### src/rtl/bcd_conv_ctrl.sv
// Sequential binary-to-BCD converter (double dabble); done pulses WIDTH edges after accept, start ignored while busy.
// Optional overflow flag via macro BCD_CONV_OVF_EN.
module bcd_conv_ctrl #(
  parameter int WIDTH  = 8,
  parameter int DIGITS = 3
) (
  input  logic                  clk,
  input  logic                  rst,
  input  logic                  start,
  input  logic [WIDTH-1:0]      din,
  output logic                  ready,
  output logic                  busy,
  output logic                  done,
  output logic [4*DIGITS-1:0]   bcd
`ifdef BCD_CONV_OVF_EN
  ,
  output logic                  ovf
`endif
);

  localparam int BW = 4 * DIGITS;
  localparam int CW = $clog2(WIDTH + 1);

  typedef enum logic [1:0] {S_IDLE, S_CONV, S_DONE} state_t;

  state_t          state_q, state_d;
  logic [WIDTH-1:0] sr_q, sr_d;
  logic [BW-1:0]   acc_q, acc_d;
  logic [CW-1:0]   cnt_q, cnt_d;
  logic [BW-1:0]   bcd_q, bcd_d;

  logic [BW-1:0]   acc_adj;
  logic [BW-1:0]   acc_shift;
  logic            top_carry;
  logic [3:0]      digit;

  always_comb begin
    acc_adj = acc_q;
    digit   = '0;
    for (int i = 0; i < DIGITS; i++) begin
      digit = acc_q[4*i +: 4];
      acc_adj[4*i +: 4] = (digit >= 4'd5) ? digit + 4'd3 : digit;
    end
  end

  // Bit shifted out of the top digit is worth exactly 10^DIGITS; dropping it truncates.
  assign {top_carry, acc_shift} = {acc_adj, sr_q[WIDTH-1]};

`ifdef BCD_CONV_OVF_EN
  logic ovf_acc_q, ovf_acc_d;
  logic ovf_q, ovf_d;
`else
  logic top_carry_unused;
  assign top_carry_unused = top_carry;
`endif

  always_comb begin
    state_d = state_q;
    sr_d    = sr_q;
    acc_d   = acc_q;
    cnt_d   = cnt_q;
    bcd_d   = bcd_q;
`ifdef BCD_CONV_OVF_EN
    ovf_acc_d = ovf_acc_q;
    ovf_d     = ovf_q;
`endif
    case (state_q)
      S_IDLE: begin
        if (start) begin
          state_d = S_CONV;
          sr_d    = din;
          acc_d   = '0;
          cnt_d   = CW'(WIDTH);
`ifdef BCD_CONV_OVF_EN
          ovf_acc_d = 1'b0;
`endif
        end
      end
      S_CONV: begin
        sr_d  = {sr_q[WIDTH-2:0], 1'b0};
        acc_d = acc_shift;
        cnt_d = cnt_q - 1'b1;
`ifdef BCD_CONV_OVF_EN
        ovf_acc_d = ovf_acc_q | top_carry;
`endif
        if (cnt_q == CW'(1)) begin
          state_d = S_DONE;
          bcd_d   = acc_shift;
`ifdef BCD_CONV_OVF_EN
          ovf_d   = ovf_acc_q | top_carry;
`endif
        end
      end
      S_DONE:  state_d = S_IDLE;
      default: state_d = S_IDLE;
    endcase
  end

  always_ff @(posedge clk or posedge rst) begin
    if (rst) begin
      state_q <= S_IDLE;
      sr_q    <= '0;
      acc_q   <= '0;
      cnt_q   <= '0;
      bcd_q   <= '0;
`ifdef BCD_CONV_OVF_EN
      ovf_acc_q <= 1'b0;
      ovf_q     <= 1'b0;
`endif
    end else begin
      state_q <= state_d;
      sr_q    <= sr_d;
      acc_q   <= acc_d;
      cnt_q   <= cnt_d;
      bcd_q   <= bcd_d;
`ifdef BCD_CONV_OVF_EN
      ovf_acc_q <= ovf_acc_d;
      ovf_q     <= ovf_d;
`endif
    end
  end

  assign ready = (state_q == S_IDLE);
  assign busy  = (state_q == S_CONV) || (state_q == S_DONE);
  assign done  = (state_q == S_DONE);
  assign bcd   = bcd_q;
`ifdef BCD_CONV_OVF_EN
  assign ovf   = ovf_q;
`endif

endmodule
### config.mk
export PLATFORM = sky130hd
export DESIGN_NAME = bcd_conv_ctrl
export DESIGN_NICKNAME = d
export VERILOG_FILES = /design/src/rtl/bcd_conv_ctrl.sv
export SDC_FILE = /design/constraint.sdc
export NUM_CORES = 1
export LEC_CHECK = 0
export ABC_AREA = 1
export CORE_ASPECT_RATIO = 0.9
export CORE_MARGIN = 2
export CORE_UTILIZATION = 50
export DETAILED_ROUTE_END_ITERATION = 8
export HOLD_SLACK_MARGIN = 0.03
export PLACE_DENSITY = 0.73
export SLEW_MARGIN = 15
export SYNTH_ARGS = -nofsm -noshare
export SYNTH_HDL_FRONTEND = slang
export SYNTH_SLANG_ARGS = --single-unit
### constraint.sdc
create_clock -name clk -period 2.6 [get_ports clk]
set_input_delay 0.65 -clock clk [delete_from_list [all_inputs] [get_ports clk]]
set_output_delay 0.65 -clock clk [all_outputs]
set_load 0.01 [all_outputs]
==> run_results.csv <==
group,metric,value,unit
worst_setup_path,cp.arrival,1.55,ns
detailed_routing,avgViaCountPerCell,5.05,
cts,cts_hold_buf,0,
cts,cts.clk_slew.worst_paths,0.07,ns
cts,numCtsBuffers,5,
yosys,yosys.area_share.adder,6.83,%
detailed_routing,first_pass_iters,4,
yosys,synth-simple-area-share,27.9,%
sta,rsz0062_at_grt,"no",
placed_design,dp_hpwl,2.83,mm
floorplanning,die_w,70.9,µm
sta,tns,0,ns
worst_setup_path,path_max_fanout,3,
cts,cts_tree,"done",
yosys,syn_area,2010,µm²
power_and_ir_drop,p_leak,1.22,nW
floorplanning,initial_core_util,53.2,%
yosys,synth_warnings,0,
sta,drv_slew,0,
yosys,muxShareOfSynthArea,0,%
worst_setup_path,cp_slowest_cell,"clkdlybuf4s50_1",
detailed_routing,ant_nets,0,
yosys,syn-num-nets,261,
cts,worstSkewPairLatency,0.29,ns
floorplanning,dieHeight,64.2,µm
floorplanning,coreArea,3780,µm²
sta,period_needed,2.20,ns
yosys,yosysSeqAreaShare,47.2,%
detailed_routing,via_count,1595,
sta,hold_violations,0,
placed_design,placed_cells,308,
worst_setup_path,r2r_slack,0.83,ns
yosys,synthCells,239,
cells_and_area,syn_to_final_growth,19.6,%
worst_setup_path,critPathMaxStageDelay,0.52,ns
worst_setup_path,end_kind,"output port",
sta,tightest_slew,0.481,ns
placed_design,io_buffers,25,
cts,clock_path_buffers,2,
floorplanning,rows,21,
yosys,synth_top_family_by_area,"simple AND/OR/NAND/NOR gates",
cells_and_area,drive_above_1_share,10.7,%
sta,max-slew-margin-rel,67.9,%
worst_setup_path,rr_startpoint,"state_q[1]",
cts,cts_resized,0,
hold_path,hold_path_class,"register to register",
detailed_routing,wl_per_cell,12.7,µm
hold_path,min_to,"sr_q[5]",
detailed_routing,finalWirelength,4.00,mm
power_and_ir_drop,peakVddDrop,587,µV
worst_setup_path,path_class,"register to output port",
floorplanning,dieArea,4550,µm²
yosys,synth_compound_area_share,10.5,%
yosys,syn_area_per_cell,8.43,µm²
yosys,synthXorXnorAreaFrac,0,%
cts,cts_setup_buffers,0,
worst_setup_path,cp.required,1.95,ns
detailed_routing,drc,0,
power_and_ir_drop,powerDensity,1170,nW/µm²
floorplanning,pin_count,26,
flow_run,maxCapViolations,0,
global_route,antenna_found_initial,0,
worst_setup_path,cp_cell_sequence,"inv_1, ha_1, clkdlybuf4s50_1",
global_route,track_usage,19.5,%
global_route,grt_overflow_total,0,
hold_path,hold_path_depth,1,
global_route,first_global_vias,1497,
worst_setup_path,start_kind,"register",
yosys,ys_types,24,
status,status,"completed",
placed_design,place_congestion,0.837,
cts,clock_sinks,38,
sta,max_freq,454,MHz
sta,clock-skew-final,0.00461,ns
worst_setup_path,rr_endpoint,"sr_q[0]",
global_route,grt_pass1_wl,6.91,mm
detailed_routing,drtIter0Drc,75,
cts,htree_levels,2,
cells_and_area,nets,291,
cells_and_area,n_fill_cell,344,
global_route,grt_start_max_net_pins,39,
sta,finalSetupViolCount,0,
yosys,synth-seq-cells,38,
cells_and_area,antenna-diode-count,0,
hold_path,min_from,"sr_q[5]",
cts,cts-root-buf,"clkbuf_8",
cells_and_area,stdcell_count,316,
worst_setup_path,r2r_cells,7,
sta,period_share,84.7,%
power breakdown:
group	total (W)	internal, W	switching [W]
registers	0.000981	0.000822	0.000159
logic	0.00134	0.000549	0.000786
clock network	0.000500	0.000282	0.000218
total	0.00282	0.00165	0.00116
metal layers:
layer | global-route usage (%) | vias up | share of wire [%]
met3 | 5.99 | 5 | 3.7
met4 | 5.90 | 0 | 1.2
met1 | 27.4 | 735 | 51
met5 | 0 | - | 0
li1 | - | 833 | -
met2 | 29.1 | 22 | 44
worst max-delay path: cells and delay by family (launching register included):
family	cells	cell delay, ns
adders and majority gates	1	0.27
buffers and inverters	2	0.60
DFF	1	0.39
registers in the layout, indices dropped and copies added (netlist names):
name,flops
acc_q,12
bcd,12
cnt_q,4
sr_q,8
state_q,2
layout by cell type (no fill, tap or decap):
cell and count:
a21oi_2 1, buf_4 3, bufinv_16 1, clkbuf_8 5, clkdlybuf4s50_1 25, clkinv_2 2, dfrtp_1 38, ha_1 11
inv_1 23, inv_2 4, inv_4 1, nand2_1 76, nand2_4 1, nand3_1 24, nand4_1 6, nor2_1 14
nor2_2 2, nor2_4 1, nor2_8 1, nor3_1 1, o211ai_2 2, o21a_1 5, o21ai_0 12, o21ai_1 5
o21ai_2 2, o22ai_2 3, or2_1 1
cell families (layout without fill, tap and decap cells):
logic type      Yosys count  in the layout
simple gates            127            127
buf+inv                  33             64
flops                    38             38
fa+ha+maj                11             11
compound gates           30             30
synthesized netlist by cell type:
master     n  area [µm²]
o21a_1     5        37.5
buf_6      2        22.5
inv_4      1        6.26
o21ai_1    5        25.0
o21ai_0   12        60.1
nand4_1    6        37.5
ha_1      11         138
o22ai_2    3        37.5
nor3_1     1        5.00
dfrtp_1   38         951
nand2_1   76         285
inv_2      4        15.0
inv_1     23        86.3
buf_4      3        22.5
nor2_2     2        12.5
nor2_4     1        11.3
nor2_8     1        20.0
or2_1      1        6.26
nand2_4    1        11.3
a21oi_2    1        8.76
o211ai_2   2        25.0
nand3_1   24         120
nor2_1    14        52.6
o21ai_2    2        17.5
worst max-delay path by stage:
stage	start	endpoint	slack, ns	depth (start not counted)
2_1_floorplan	rst	acc_q[0]	1.09	1
3_3_place_gp	start	cnt_q[0]	0.63	6
3_5_place_dp	start	cnt_q[0]	0.57	6
4_1_cts	state_q[0]	ready	0.39	3
5_1_grt	state_q[0]	ready	0.32	3
6_report	state_q[0]	busy	0.40	3
per-stage QoR:
step	hold WS [ns]	utilization [%]	power (W)	setup slack [ns]	area [µm²]
finish	0.484	63.7	0.00282	0.399	2410
global route	0.502	63.7	0.00305	0.322	2410
CTS	0.487	63.7	0.00283	0.387	2410
detailed placement	0.467	60.8	0.00233	0.573	2300
global placement	0.458	60.8	0.00228	0.628	2300
floorplan	0.449	-	0.00197	1.09	2010
cell type report:
class                   instances  area, µm²  area share [%]
inverters                      28        108            4.47
clock buffers                   5       68.8            2.86
repair buffers                 28        273            11.3
well taps                      46       57.6            2.39
clock inverters                 3       40.0            1.66
multi-input cells             168        911            37.8
flip-flops and latches         38        951            39.5
(Power assumes the default switching activity.)
